### config.mk
export PLATFORM = sky130hd
export DESIGN_NAME = tcdm_addr_demux
export DESIGN_NICKNAME = d
export VERILOG_FILES = /design/src/rtl/mempool_pkg.sv /design/src/rtl/demux_idx_fifo.sv /design/src/rtl/tcdm_addr_demux.sv
export SDC_FILE = /design/constraint.sdc
export NUM_CORES = 1
export LEC_CHECK = 0
export ABC_CLOCK_PERIOD_IN_PS = 5150
export BUFFER_PORTS_ARGS = -buffer_cell sky130_fd_sc_hd__buf_2
export CAP_MARGIN = 25
export CORE_AREA = 2 2 250 252
export CTS_CLUSTER_DIAMETER = 150
export DETAILED_ROUTE_END_ITERATION = 10
export DIE_AREA = 0 0 252 254
export PLACE_DENSITY = 0.34
export SLEW_MARGIN = 0
export SYNTH_ARGS = -nofsm -noshare
export SYNTH_HDL_FRONTEND = slang
export SYNTH_HIERARCHICAL = 1
export SYNTH_SLANG_ARGS = --single-unit
export TNS_END_PERCENT = 30
### constraint.sdc
create_clock -name clk_i -period 5.15 [get_ports clk_i]
set_input_delay 1.2875 -clock clk_i [delete_from_list [all_inputs] [get_ports clk_i]]
set_output_delay 1.2875 -clock clk_i [all_outputs]
set_load 0.01 [all_outputs]
### src/rtl/mempool_pkg.sv
// Shared MemPool types for TCDM ports and the address map.
//   addr_t / data_t / strb_t / amo_t : TCDM request payload fields
//   address_map_t                    : one decode rule (mask, value, target)
//   tcdm_req_t / tcdm_resp_t         : bundled request and response payloads
package mempool_pkg;

  localparam int unsigned AddrWidth = 32;
  localparam int unsigned DataWidth = 32;
  localparam int unsigned BeWidth   = DataWidth / 8;

  typedef logic [AddrWidth-1:0] addr_t;
  typedef logic [DataWidth-1:0] data_t;
  typedef logic [BeWidth-1:0]   strb_t;
  typedef logic [3:0]           amo_t;

  typedef struct packed {
    logic [7:0] slave_idx;
    addr_t      mask;
    addr_t      value;
  } address_map_t;

  typedef struct packed {
    addr_t addr;
    logic  wen;
    data_t wdata;
    strb_t be;
    amo_t  amo;
  } tcdm_req_t;

  typedef struct packed {
    data_t rdata;
    logic  err;
  } tcdm_resp_t;

endpackage

### src/rtl/demux_idx_fifo.sv
// In-order index FIFO for demultiplexers that must return responses in
// request order.
//   clk_i, rst_i     : clock, synchronous active-high reset
//   push_i, data_i   : enqueue an index (caller guarantees !full_o)
//   pop_i            : dequeue the head (caller guarantees !empty_o)
//   head_o           : oldest entry
//   full_o, empty_o  : occupancy flags; full_o is registered
module demux_idx_fifo #(
  parameter int unsigned Depth = 4,
  parameter int unsigned Width = 3
) (
  input  logic             clk_i,
  input  logic             rst_i,
  input  logic             push_i,
  input  logic [Width-1:0] data_i,
  input  logic             pop_i,
  output logic [Width-1:0] head_o,
  output logic             full_o,
  output logic             empty_o
);

  localparam int unsigned PtrW = $clog2(Depth);
  localparam int unsigned CntW = PtrW + 1;

  logic [Width-1:0] mem [Depth];
  logic [PtrW-1:0]  wptr, rptr;
  logic [CntW-1:0]  cnt, cnt_d;
  logic             full_q;

  always_comb begin
    cnt_d = cnt;
    if (push_i && !pop_i)      cnt_d = cnt + CntW'(1);
    else if (pop_i && !push_i) cnt_d = cnt - CntW'(1);
  end

  // Pointers wrap naturally since Depth is a power of two.
  always_ff @(posedge clk_i) begin
    if (rst_i) begin
      wptr   <= '0;
      rptr   <= '0;
      cnt    <= '0;
      full_q <= 1'b0;
    end else begin
      if (push_i) wptr <= wptr + PtrW'(1);
      if (pop_i)  rptr <= rptr + PtrW'(1);
      cnt    <= cnt_d;
      full_q <= (cnt_d == CntW'(Depth));
    end
  end

  always_ff @(posedge clk_i) begin
    if (push_i) mem[wptr] <= data_i;
  end

  assign head_o  = mem[rptr];
  assign full_o  = full_q;
  assign empty_o = (cnt == '0);

endmodule

### src/rtl/tcdm_addr_demux.sv
// TCDM request demultiplexer: decodes each request address against a rule
// table, forwards it to one of NumSlaves targets and returns responses in
// request order. Unmapped requests get a local error response and bump a
// saturating error counter.
//   clk_i, rst_i       : clock, synchronous active-high reset
//   addr_map_i         : rule table (hold stable while requests outstanding)
//   req_* / resp_*     : upstream request / response port
//   mst_req_* / mst_resp_* : per-target request / response ports
//   err_cnt_o          : saturating decode-error count
module tcdm_addr_demux
  import mempool_pkg::*;
#(
  parameter int unsigned NumSlaves      = 4,
  parameter int unsigned NumRules       = 4,
  parameter int unsigned MaxOutstanding = 4,
  parameter int unsigned ErrCntWidth    = 16
) (
  input  logic                                clk_i,
  input  logic                                rst_i,
  input  address_map_t [NumRules-1:0]         addr_map_i,
  input  logic                                req_valid_i,
  output logic                                req_ready_o,
  input  logic [AddrWidth-1:0]                req_addr_i,
  input  logic                                req_wen_i,
  input  logic [DataWidth-1:0]                req_wdata_i,
  input  logic [BeWidth-1:0]                  req_be_i,
  input  logic [3:0]                          req_amo_i,
  output logic                                resp_valid_o,
  input  logic                                resp_ready_i,
  output logic [DataWidth-1:0]                resp_rdata_o,
  output logic                                resp_err_o,
  output logic [NumSlaves-1:0]                mst_req_valid_o,
  input  logic [NumSlaves-1:0]                mst_req_ready_i,
  output logic [AddrWidth-1:0]                mst_addr_o,
  output logic                                mst_wen_o,
  output logic [DataWidth-1:0]                mst_wdata_o,
  output logic [BeWidth-1:0]                  mst_be_o,
  output logic [3:0]                          mst_amo_o,
  input  logic [NumSlaves-1:0]                mst_resp_valid_i,
  output logic [NumSlaves-1:0]                mst_resp_ready_o,
  input  logic [NumSlaves-1:0][DataWidth-1:0] mst_resp_rdata_i,
  output logic [ErrCntWidth-1:0]              err_cnt_o
);

  // Index NumSlaves is the ERR marker, hence the +1.
  localparam int unsigned    IdxW   = $clog2(NumSlaves + 1);
  localparam logic [IdxW-1:0] ErrIdx = IdxW'(NumSlaves);

  tcdm_req_t       req;
  tcdm_resp_t      resp;
  logic [IdxW-1:0] tgt, head;
  logic            hit, tgt_rdy, full, empty, push, pop;
  logic [ErrCntWidth-1:0] err_cnt_q;

  assign req = '{addr: req_addr_i, wen: req_wen_i, wdata: req_wdata_i,
                 be: req_be_i, amo: req_amo_i};

  assign mst_addr_o  = req.addr;
  assign mst_wen_o   = req.wen;
  assign mst_wdata_o = req.wdata;
  assign mst_be_o    = req.be;
  assign mst_amo_o   = req.amo;

  // Lowest-index hit wins; a winning rule pointing past the last target
  // decodes to ERR rather than falling through to later rules.
  always_comb begin
    hit = 1'b0;
    tgt = ErrIdx;
    for (int r = 0; r < int'(NumRules); r++) begin
      if (!hit && ((req.addr & addr_map_i[r].mask) == addr_map_i[r].value)) begin
        hit = 1'b1;
        if (32'(addr_map_i[r].slave_idx) < NumSlaves)
          tgt = IdxW'(addr_map_i[r].slave_idx);
      end
    end
  end

  // ERR requests are always ready (subject to FIFO space).
  always_comb begin
    tgt_rdy = 1'b1;
    mst_req_valid_o = '0;
    for (int s = 0; s < int'(NumSlaves); s++) begin
      if (tgt == IdxW'(s)) begin
        tgt_rdy            = mst_req_ready_i[s];
        mst_req_valid_o[s] = req_valid_i && !full;
      end
    end
  end

  assign req_ready_o = !full && tgt_rdy;
  assign push        = req_valid_i && req_ready_o;

  always_comb begin
    resp             = '0;
    resp_valid_o     = 1'b0;
    mst_resp_ready_o = '0;
    if (!empty) begin
      if (head == ErrIdx) begin
        resp_valid_o = 1'b1;
        resp.err     = 1'b1;
      end else begin
        for (int s = 0; s < int'(NumSlaves); s++) begin
          if (head == IdxW'(s)) begin
            resp_valid_o        = mst_resp_valid_i[s];
            resp.rdata          = mst_resp_rdata_i[s];
            mst_resp_ready_o[s] = resp_ready_i;
          end
        end
      end
    end
  end

  assign resp_rdata_o = resp.rdata;
  assign resp_err_o   = resp.err;
  assign pop          = resp_valid_o && resp_ready_i;

  demux_idx_fifo #(
    .Depth (MaxOutstanding),
    .Width (IdxW)
  ) i_idx_fifo (
    .clk_i   (clk_i),
    .rst_i   (rst_i),
    .push_i  (push),
    .data_i  (tgt),
    .pop_i   (pop),
    .head_o  (head),
    .full_o  (full),
    .empty_o (empty)
  );

  always_ff @(posedge clk_i) begin
    if (rst_i)                                 err_cnt_q <= '0;
    else if (push && tgt == ErrIdx && ~&err_cnt_q) err_cnt_q <= err_cnt_q + ErrCntWidth'(1);
  end

  assign err_cnt_o = err_cnt_q;

  // A target must never answer when nothing is outstanding.
  resp_without_req_a: assert property (@(posedge clk_i) disable iff (rst_i)
    !(empty && |mst_resp_valid_i));

endmodule

; Word level (Yosys, flattened, before mapping)
; Memories as Yosys holds them, arrays and structs flattened. A register that Yosys moved wholly into a read port is not among the register bits.
; Cells that the tools add are included.
[word_totals]
ram_bits = 12
n_memories = 1
ff_bits = 24
output_inout_bits = 132
in_bits = 501
[op_classes]
n_bitwise = 4
reduce_logical = 22
add_sub_neg = 5
order_cmp = 4
n_eq_ne = 13
mux = 44
[mem_list]
columns = name, words, word_bits, read_ports, rd_ports_with_merged_regs, write_ports, line
row1 = i_idx_fifo.mem, 4, 3, 1, 1, 1, demux_idx_fifo.sv:25  ; logic [Width-1:0] mem [Depth];
[op_table]
columns = op, count
row1 = 32-bit 2-to-1 mux, 5
row2 = 32-bit bitwise AND, 4
row3 = 32-bit == test, 4
row4 = 33-bit 2-to-1 mux, 1
row5 = 8-bit by 3-bit < comparator with 1-bit output (second input constant), 4
row6 = 3-bit 2-to-1 mux, 10
row7 = 1-bit 2-to-1 mux, 24
row8 = 16-bit by 1-bit adder with 16-bit output (second input constant), 1
row9 = 16-bit AND reduction, 1
row10 = 3-bit by 2-bit == test with 1-bit output (second input constant), 4
row11 = 1-bit logical AND, 11
row12 = 3-bit == test (second input constant), 3
row13 = 3-bit zero test, 3
row14 = 4-bit 2-to-1 mux, 2
row15 = 1-bit zero test, 7
row16 = 3-bit by 1-bit == test with 1-bit output (second input constant), 2
row17 = 2-bit by 1-bit adder with 2-bit output (second input constant), 2
row18 = 2-bit 2-to-1 mux, 2
row19 = 3-bit by 1-bit adder with 3-bit output (second input constant), 1
row20 = 3-bit by 1-bit subtractor with 3-bit output (second input constant), 1

; Depth between registers and ports, before layout
; Gate-level depths: netlist of the first run.
[logic_depth]
word_depth = 24
ltp_mapped = 15
mapped_depth_nobuf = 12

; By module
; The synthesis of the first run kept the hierarchy.
[modules_own_cells]
columns = module, instances, cells_each, area_per_inst_um2
row1 = tcdm_addr_demux, 1, 662, 5114.9
row2 = demux_idx_fifo, 1, 77, 988.4

; Least setup slack after synthesis of the first run
; No wires, ideal clock.
[synth_path]
path_kind = in2out
startpoint = in addr_map_i[189] (netlist name)
endpoint = out mst_req_valid_o[0]
required_time_ns = 3.863
cell_stages = 10
arrival_time_ns = 3.671
path_slack_ns = 0.191
path_cell_list = a21o_1 a211oi_2 nand4_1 nor4_4 or4b_1 buf_2 a2bb2oi_1 a32o_1 or3_1 nor2_1
[synth_via]
elab_chain_cells = 9
word_cells_on_any_way = 11
cone_classes = eq/ne (1) / mux (5) / bitwise (1) / reduce/logical (4)
[synth_lines]
columns = item, line
row1 = from (decl), tcdm_addr_demux.sv:20  ; input address_map_t [NumRules-1:0] addr_map_i,
row2 = 32-bit bitwise AND *, tcdm_addr_demux.sv:70  ; if (!hit && ((req.addr & addr_map_i[r].mask) == addr_map_i[r].value)) begin
row3 = 32-bit == test *, tcdm_addr_demux.sv:70
row4 = 1-bit logical AND *, tcdm_addr_demux.sv:70
row5 = 1-bit 2-to-1 mux, tcdm_addr_demux.sv:70
row6 = 1-bit zero test, tcdm_addr_demux.sv:70
row7 = 1-bit logical AND, tcdm_addr_demux.sv:70
row8 = 3-bit 2-to-1 mux *, tcdm_addr_demux.sv:70
row9 = named net tgt[1], tcdm_addr_demux.sv:51  ; logic [IdxW-1:0] tgt, head;
row10 = 3-bit zero test *, tcdm_addr_demux.sv:83  ; if (tgt == IdxW'(s)) begin
row11 = 1-bit 2-to-1 mux *, tcdm_addr_demux.sv:83
row12 = to (decl), tcdm_addr_demux.sv:32  ; output logic [NumSlaves-1:0] mst_req_valid_o,
; The timed path passes the listed nets; every way through them passes the cells marked *.

; Worst setup path after layout of the first run
[layout_path]
startpoint = in addr_map_i[146] (netlist name)
endpoint = out req_ready_o
[layout_via]
elab_chain_cells = 12
word_cells_on_any_way = 17
cone_classes = eq/ne (4) / mux (8) / reduce/logical (5)
[layout_lines]
columns = item, line
row1 = 32-bit == test *, tcdm_addr_demux.sv:70
row2 = 1-bit logical AND *, tcdm_addr_demux.sv:70
row3 = 1-bit 2-to-1 mux, tcdm_addr_demux.sv:70
row4 = 1-bit zero test, tcdm_addr_demux.sv:70
row5 = 1-bit logical AND, tcdm_addr_demux.sv:70
row6 = 3-bit 2-to-1 mux *, tcdm_addr_demux.sv:70
row7 = 3-bit zero test, tcdm_addr_demux.sv:83
row8 = 1-bit 2-to-1 mux (3 in series), tcdm_addr_demux.sv:83
row9 = 1-bit 2-to-1 mux *, tcdm_addr_demux.sv:83
row10 = 1-bit logical AND *, tcdm_addr_demux.sv:90  ; assign req_ready_o = !full && tgt_rdy;
row11 = to (decl), tcdm_addr_demux.sv:22  ; output logic req_ready_o,
; Mark *: on every way between the ends. The rest lies on a longest branch, timed or not.

==> impl_metrics.csv, run 1 <==
group,metric,value,unit
cells_and_area,fin_util,16.8,%
cts,clockBufferDepth,2,
synth,yosys_warnings,6,
critical_path,start_kind,"primary input",
die,die_w,252,um
synth,netlist_area,6100,sq um
sta,final.period_utilization,107,%
sta,tightest_slew,0.710,ns
die,fp-row-count,91,
hold_path,min_from,"err_cnt_o[14]",
sta,maxSlewHeadroom,52.6,%
routing,drt_first_pass_iters,5,
synth,ys_seq_area_share,14.4,%
synth,yosysMostFrequentCell,"buf_4",
outcome,status,"finished with violations",
sta,finClkSkew,0.00670,ns
critical_path,critPathSlowestCell,"or4b_4",
routing,postRouteAntennaNets,0,
routing,drt_iter0_markers,376,
sta,min_period,5.53,ns
critical_path,crit_top_cell,"buf_6",
hold_path,holdPathEnd,"err_cnt_o[14]",
global_routing,overflow,0,
cts,cts-root-buf,"clkbuf_16",
synth,synth_largest_area_cell,"mux4_2",
placement,io_buffers,550,
cts,cts_inserted_buffers,5,
power,internal_power,0.000996,W
synth,synthTopCellsByArea,"mux4_2 (13%), buf_4 (9.1%), dfxtp_1 (8.5%)",
critical_path,reg2reg_to,"i_idx_fifo/full_o",
synth,synth-seq-cells,38,
critical_path,cp.required,3.86,ns
power,p_leak,5.11,nW
sta,max_freq,0.181,GHz
critical_path,r2r_cells,8,
flow_run,maxCapViolCount,0,
cells_and_area,syn2layout_area_growth,68.6,%
placement,hpwl,39.8,mm
outcome,violations,"negative setup slack",
cells_and_area,regArea,881,sq um
placement,dp_slack,-0.593,ns
sta,setup_violations,5,
critical_path,end_kind,"output port",
cells_and_area,drive_above_1_share,55.8,%
power,netSwitchingPower,0.000524,W
synth,ys_types,69,
die,die_area,64000,sq um
routing,viasPerCell,3.89,
power,power.density,148,nW/um^2
critical_path,crit_fanout,7,
routing,remaining_drc_errors,0,
synth,yosys-top-cells-count,"buf_4 (74), a21oi_1 (68), and3_1 (59)",
power,power_frac_clock,27.1,%
cts,clk_latency,0.29,ns
critical_path,worstPathArrival,4.24,ns
sta,final_max_slew_viol_count,0,
global_routing,grt_use_total,13.0,%
synth,async_flop_share,0,%
synth,synth_edf_count,12,
cells_and_area,multiInputGateArea,4630,sq um
cts,cts_htree_levels,2,
critical_path,crit_type,"primary input to output port",
hold_path,hold_path_depth,2,
critical_path,rrSetupSlack,2.06,ns
cts,tritoncts,"yes",
power,switching_share,34.5,%
power,pwr-share-comb,50.5,%
critical_path,cp.buffers_inverters,5,
cells_and_area,nets,1799,
critical_path,crit_chain,"buf_6, and3b_1, a211oi_2, buf_4, nand4_1, nor4_4, or4b_4, buf_6, a311o_1, a21o_1, and4b_1, nor3_2, buf_4, buf_6",
sta,final_hold_viol_count,0,
synth,syn_nets,1248,
die,initial_utilization,9.96,%
critical_path,critPathTopFamily,"simple AND/OR/NAND/NOR gates",
die,die_h,254,um
synth,netlist_instances,739,
die,io_pins,633,
critical_path,max_stage_delay,0.51,ns
cts,hold_buffers,0,
routing,wl_per_cell,21.0,um
routing,vias,8103,
global_routing,antenna_found_initial,10,
cts,clk_pin_slew,0.06,ns
sta,rsz0062_at_grt,"yes",
power,p_seq_share,22.5,%
cells_and_area,fillerInstances,7038,
critical_path,worst-path-stages,14,
global_routing,grt_max_degree,31,
cts,clock-sinks,38,
routing,drt_wl_total,43.7,mm
synth,synth.top_cell.area_share,12.9,%
sta,finalWorstSetupSlack,-0.379,ns
placement,place_congestion,0.949,
power,ir_drop,0.140,mV
synth,syn_avg_cell_area,8.26,sq um
die,core,61300,sq um
global_routing,grt_pass1_wl,58.9,mm
global_routing,grt_pass1_vias,8333,
synth,ys.flop_type,"dfxtp_1",
hold_path,min_path_type,"flop to flop",
[registers in the layout, summed over array words and instances (netlist names), named ones only]
| signal | flops |
|---|---|
| err_cnt_o | 16 |
| i_idx_fifo/full_o | 1 |
| i_idx_fifo/wptr | 2 |
| i_idx_fifo/cnt | 3 |
| i_idx_fifo/mem | 12 |
| i_idx_fifo/rptr | 2 |
[logic make-up after synthesis]
kind of cell	synth area share, %
AO/OA/AOI/OAI	23.0
XOR/XNOR	3.59
adder cells (fa/ha/maj)	1.64
buffers and inverters	11.4
flip-flops	14.4
multiplexers	14.7
AND/OR/NAND/NOR	31.3
[power groups by stage]
stage | Sequential [W] | Clock (W) | Combinational [W]
floorplan | 0.000344 | 0 | 0.000393
global placement | 0.000347 | 0 | 0.000769
detailed placement | 0.000348 | 0 | 0.000774
CTS | 0.000342 | 0.000428 | 0.000787
global route | 0.000344 | 0.000442 | 0.000847
finish | 0.000341 | 0.000411 | 0.000767
[how the worst max path moves through the flow]
stage                    startpoint            endpoint  slack, ns
finish              addr_map_i[146]         req_ready_o      -0.38
global route          req_addr_i[4]         req_ready_o      -0.52
CTS                   req_addr_i[2]         req_ready_o      -0.42
detailed placement    req_addr_i[9]  mst_req_valid_o[0]      -0.59
global placement     req_addr_i[11]         req_ready_o      -0.59
floorplan           addr_map_i[189]  mst_req_valid_o[0]       0.19
[placed cells by master (no fill, tap or decap), types with 27 or more instances in the layout]
master	n
and3_1	59
buf_4	84
buf_2	540
and2_1	39
a21oi_1	68
nand2_1	34
nor2_1	29
and3b_1	27
mux4_2	35
o22a_1	27
nand3_1	34
[routing by layer]
layer | GRT usage (%) | vias to the layer above | part of all wire [%]
met5 | 0 | - | 0.23
met4 | 1.83 | 16 | 1.1
met3 | 2.86 | 47 | 7.1
met2 | 24.4 | 400 | 51
met1 | 15.2 | 3752 | 41
li1 | - | 3888 | -
[per-stage QoR]
step	TNS [ns]	std cells	hold WS (ns)	instance area, sq um	total power, W
after floorplan	0	739	0.485	6100	0.000737
after global placement	-3.03	2070	0.496	9900	0.00112
after detailed placement	-2.92	2070	0.500	9900	0.00112
after CTS	-1.84	2081	0.509	10300	0.00156
after global routing	-2.27	2081	0.538	10300	0.00163
final	-1.45	2084	0.508	10300	0.00152
[worst register-to-register path, stage by stage, from the launching register on]
cell and delay [ns]:
dfxtp_1 0.44, mux4_2 0.86, o21ai_0 0.46, buf_4 0.20, nand2b_1 0.05, a21oi_1 0.15, and2_1 0.40, nor3_1 0.15
nor4_2 0.29
[area by class of cell]
type,count,area share (%)
multi-input cells,593,45.0
clock buffers,5,1.22
well taps,790,9.61
repair buffers,640,34.4
clock inverters,3,0.669
inverters,12,0.474
diodes,3,0.0730
flip-flops and latches,38,8.56
[timing repair]
action | in CTS | in global routing
resized for setup | 32 | 8
buffers inserted | 4 | 0
pin swaps | 18 | 8
endpoints found under the setup margin | 5 | 5
cloned | 0 | 0
Power figures use the tool's default switching activity.
==> inputs of run 2 (changes only) <==
--- a/config.mk
+++ b/config.mk
@@ -7,12 +7,15 @@
 export LEC_CHECK = 0
 export ABC_CLOCK_PERIOD_IN_PS = 5150
 export BUFFER_PORTS_ARGS = -buffer_cell sky130_fd_sc_hd__buf_2
-export CAP_MARGIN = 25
-export CORE_AREA = 2 2 250 252
+export CAP_MARGIN = 20
+export CELL_PAD_IN_SITES_DETAIL_PLACEMENT = 0
+export CELL_PAD_IN_SITES_GLOBAL_PLACEMENT = 1
+export CORE_AREA = 2 2 243 245
 export CTS_CLUSTER_DIAMETER = 150
 export DETAILED_ROUTE_END_ITERATION = 10
-export DIE_AREA = 0 0 252 254
-export PLACE_DENSITY = 0.34
+export DIE_AREA = 0 0 245 247
+export MAX_ROUTING_LAYER = met4
+export PLACE_DENSITY = 0.47
 export SLEW_MARGIN = 0
 export SYNTH_ARGS = -nofsm -noshare
 export SYNTH_HDL_FRONTEND = slang
==> run 2 against run 1 <==
Effect of this change:
- the flow still finishes with violations (negative setup slack)
- die area fell by 5.5%
- count of clock-buffer cells in the layout did not move
- sequential share of layout area barely moved
- global-route usage rose by 0.25 points
- wire length fell by 4.7%
- non-clock buffer count rose by 5
- design area fell by 0.32%
==> impl_metrics.csv, run 2 (same netlist as run 1, synthesis figures left out) <==
group,metric,value,unit
outcome,status,"finished with violations",
outcome,violations,"negative setup slack",
power,power_frac_clock,24.8,%
critical_path,crit_chain,"buf_2, and3b_1, a211oi_2, nand4_1, buf_4, nor4_4, buf_4, or4b_4, a2bb2oi_1, a32o_2, or3_4, nor2_1, buf_2",
hold_path,min_from,"err_cnt_o[0]",
placement,io_buffers,550,
critical_path,worstPathArrival,4.06,ns
cells_and_area,drive_above_1_share,56.0,%
cts,hold_buffers,0,
cells_and_area,final_common_cell,"buf_2",
global_routing,grt_pass1_wl,56.2,mm
cts,cts_htree_levels,2,
sta,tightest_slew,0.651,ns
global_routing,overflow,0,
placement,place_congestion,0.904,
sta,maxSlewHeadroom,56.0,%
power,switching_share,34.9,%
critical_path,critPathTopFamily,"simple AND/OR/NAND/NOR gates",
power,p_leak,5.12,nW
die,fp-row-count,89,
routing,remaining_drc_errors,0,
routing,postRouteAntennaNets,0,
die,die_w,245,um
cells_and_area,largest_register_ffs,16,
placement,hpwl,38.2,mm
routing,drt_first_pass_iters,5,
placement,place_inst,2058,
cells_and_area,fin_cells,2079,
cells_and_area,layout_common_cells,"buf_2 (544), buf_4 (92), a21oi_1 (68)",
cts,clk_latency,0.29,ns
critical_path,cp.required,3.86,ns
sta,finClkSkew,0.00519,ns
global_routing,grt_max_degree,34,
die,initial_utilization,10.5,%
critical_path,end_kind,"output port",
cts,clock-sinks,38,
power,power.density,141,nW/um^2
power,p_seq_share,23.6,%
power,ir_drop,0.117,mV
cells_and_area,fillerInstances,6645,
critical_path,crit_fanout,6,
cts,clockBufferDepth,2,
sta,max_freq,0.187,GHz
routing,drt_iter0_markers,268,
sta,final_hold_viol_count,0,
die,core,58200,sq um
sta,final_max_slew_viol_count,0,
power,pwr-share-comb,51.7,%
critical_path,cp.buffers_inverters,4,
power,internal_power,0.000943,W
sta,finalWorstSetupSlack,-0.200,ns
routing,viasPerCell,3.98,
sta,min_period,5.35,ns
routing,drt_wl_total,41.6,mm
sta,final.period_utilization,104,%
routing,vias,8269,
flow_run,maxCapViolCount,0,
cells_and_area,syn2layout_area_growth,68.1,%
power,netSwitchingPower,0.000505,W
die,io_pins,633,
hold_path,min_path_type,"flop to flop",
placement,dp_slack,-0.573,ns
global_routing,grt_pass1_vias,8276,
critical_path,start_kind,"primary input",
global_routing,antenna_found_initial,14,
cts,clk_pin_slew,0.06,ns
sta,rsz0062_at_grt,"yes",
global_routing,grt_use_total,13.2,%
die,die_area,60500,sq um
cts,tritoncts,"yes",
critical_path,crit_type,"primary input to output port",
cells_and_area,nets,1804,
critical_path,max_stage_delay,0.50,ns
cts,cts-root-buf,"clkbuf_16",
cts,cts_inserted_buffers,5,
die,die_h,247,um
critical_path,critPathSlowestCell,"or4b_4",
sta,setup_violations,5,
routing,wl_per_cell,20.0,um
critical_path,crit_path_start,"req_addr_i[4]",
## run 2: final cells by class
class / instances / area [sq um] / share of cell area [%]
Multi-Input combinational cell: 593 / 4630 / 45.2
Timing Repair Buffer: 645 / 3540 / 34.5
Tap cell: 773 / 967 / 9.43
Sequential cell: 38 / 881 / 8.59
Clock buffer: 5 / 125 / 1.22
Clock inverter: 3 / 45.0 / 0.439
Inverter: 12 / 45.0 / 0.439
Antenna cell: 10 / 25.0 / 0.244
## run 2: power groups by stage
stage                     registers (W)  logic (W)  clock network, W
final                          0.000341   0.000749          0.000359
after CTS                      0.000342   0.000762          0.000371
after global routing           0.000345   0.000826          0.000383
after detailed placement       0.000348   0.000754                 0
after floorplan                0.000344   0.000393                 0
after global placement         0.000347   0.000749                 0
## run 2: metal layers
| layer | track usage (%) | share of wire, % |
|---|---|---|
| met5 | - | 0 |
| met4 | 1.27 | 0.85 |
| met3 | 2.16 | 6.6 |
| met2 | 24.9 | 52 |
| met1 | 15.1 | 41 |
## run 2: path summary, 6_finish.rpt
| kind | slack [ns] | end | cells past startpoint |
|---|---|---|---|
| worst max-delay path | -0.20 | mst_req_valid_o[1] | 13 |
| worst min-delay path | 0.53 | err_cnt_o[0] | 2 |
| worst max register to register | 1.94 | i_idx_fifo/full_o | 7 |
| worst min register to register | 0.53 | err_cnt_o[0] | 2 |
## run 2: timing repair
item	4_1_cts	5_1_grt
buffers inserted	0	3
endpoints found under the hold margin	0	0
setup endpoints to repair	5	5
resized for setup	11	23
gates cloned	0	0
pin swaps	10	15
## run 2: per-stage QoR
| step | setup TNS, ns | hold slack [ns] | total power [W] | utilization, % | cell area, sq um |
|---|---|---|---|---|---|
| 2_1_floorplan | 0 | 0.485 | 0.000737 | - | 6100 |
| 3_3_place_gp | -2.59 | 0.498 | 0.00110 | 17.0 | 9900 |
| 3_5_place_dp | -2.60 | 0.514 | 0.00110 | 17.0 | 9900 |
| 4_1_cts | -1.71 | 0.523 | 0.00148 | 17.4 | 10100 |
| 5_1_grt | -1.70 | 0.547 | 0.00155 | 17.6 | 10300 |
| 6_report | -0.893 | 0.528 | 0.00145 | 17.6 | 10300 |
## run 2: worst reg2reg max path, cell delays in order, from the launching register on
cell and delay [ns]:
dfxtp_1 0.44, mux4_2 0.80, o21ai_0 0.59, nand2b_1 0.11, a21oi_1 0.33, and2_1 0.42
nor3_1 0.16, nor4_2 0.28
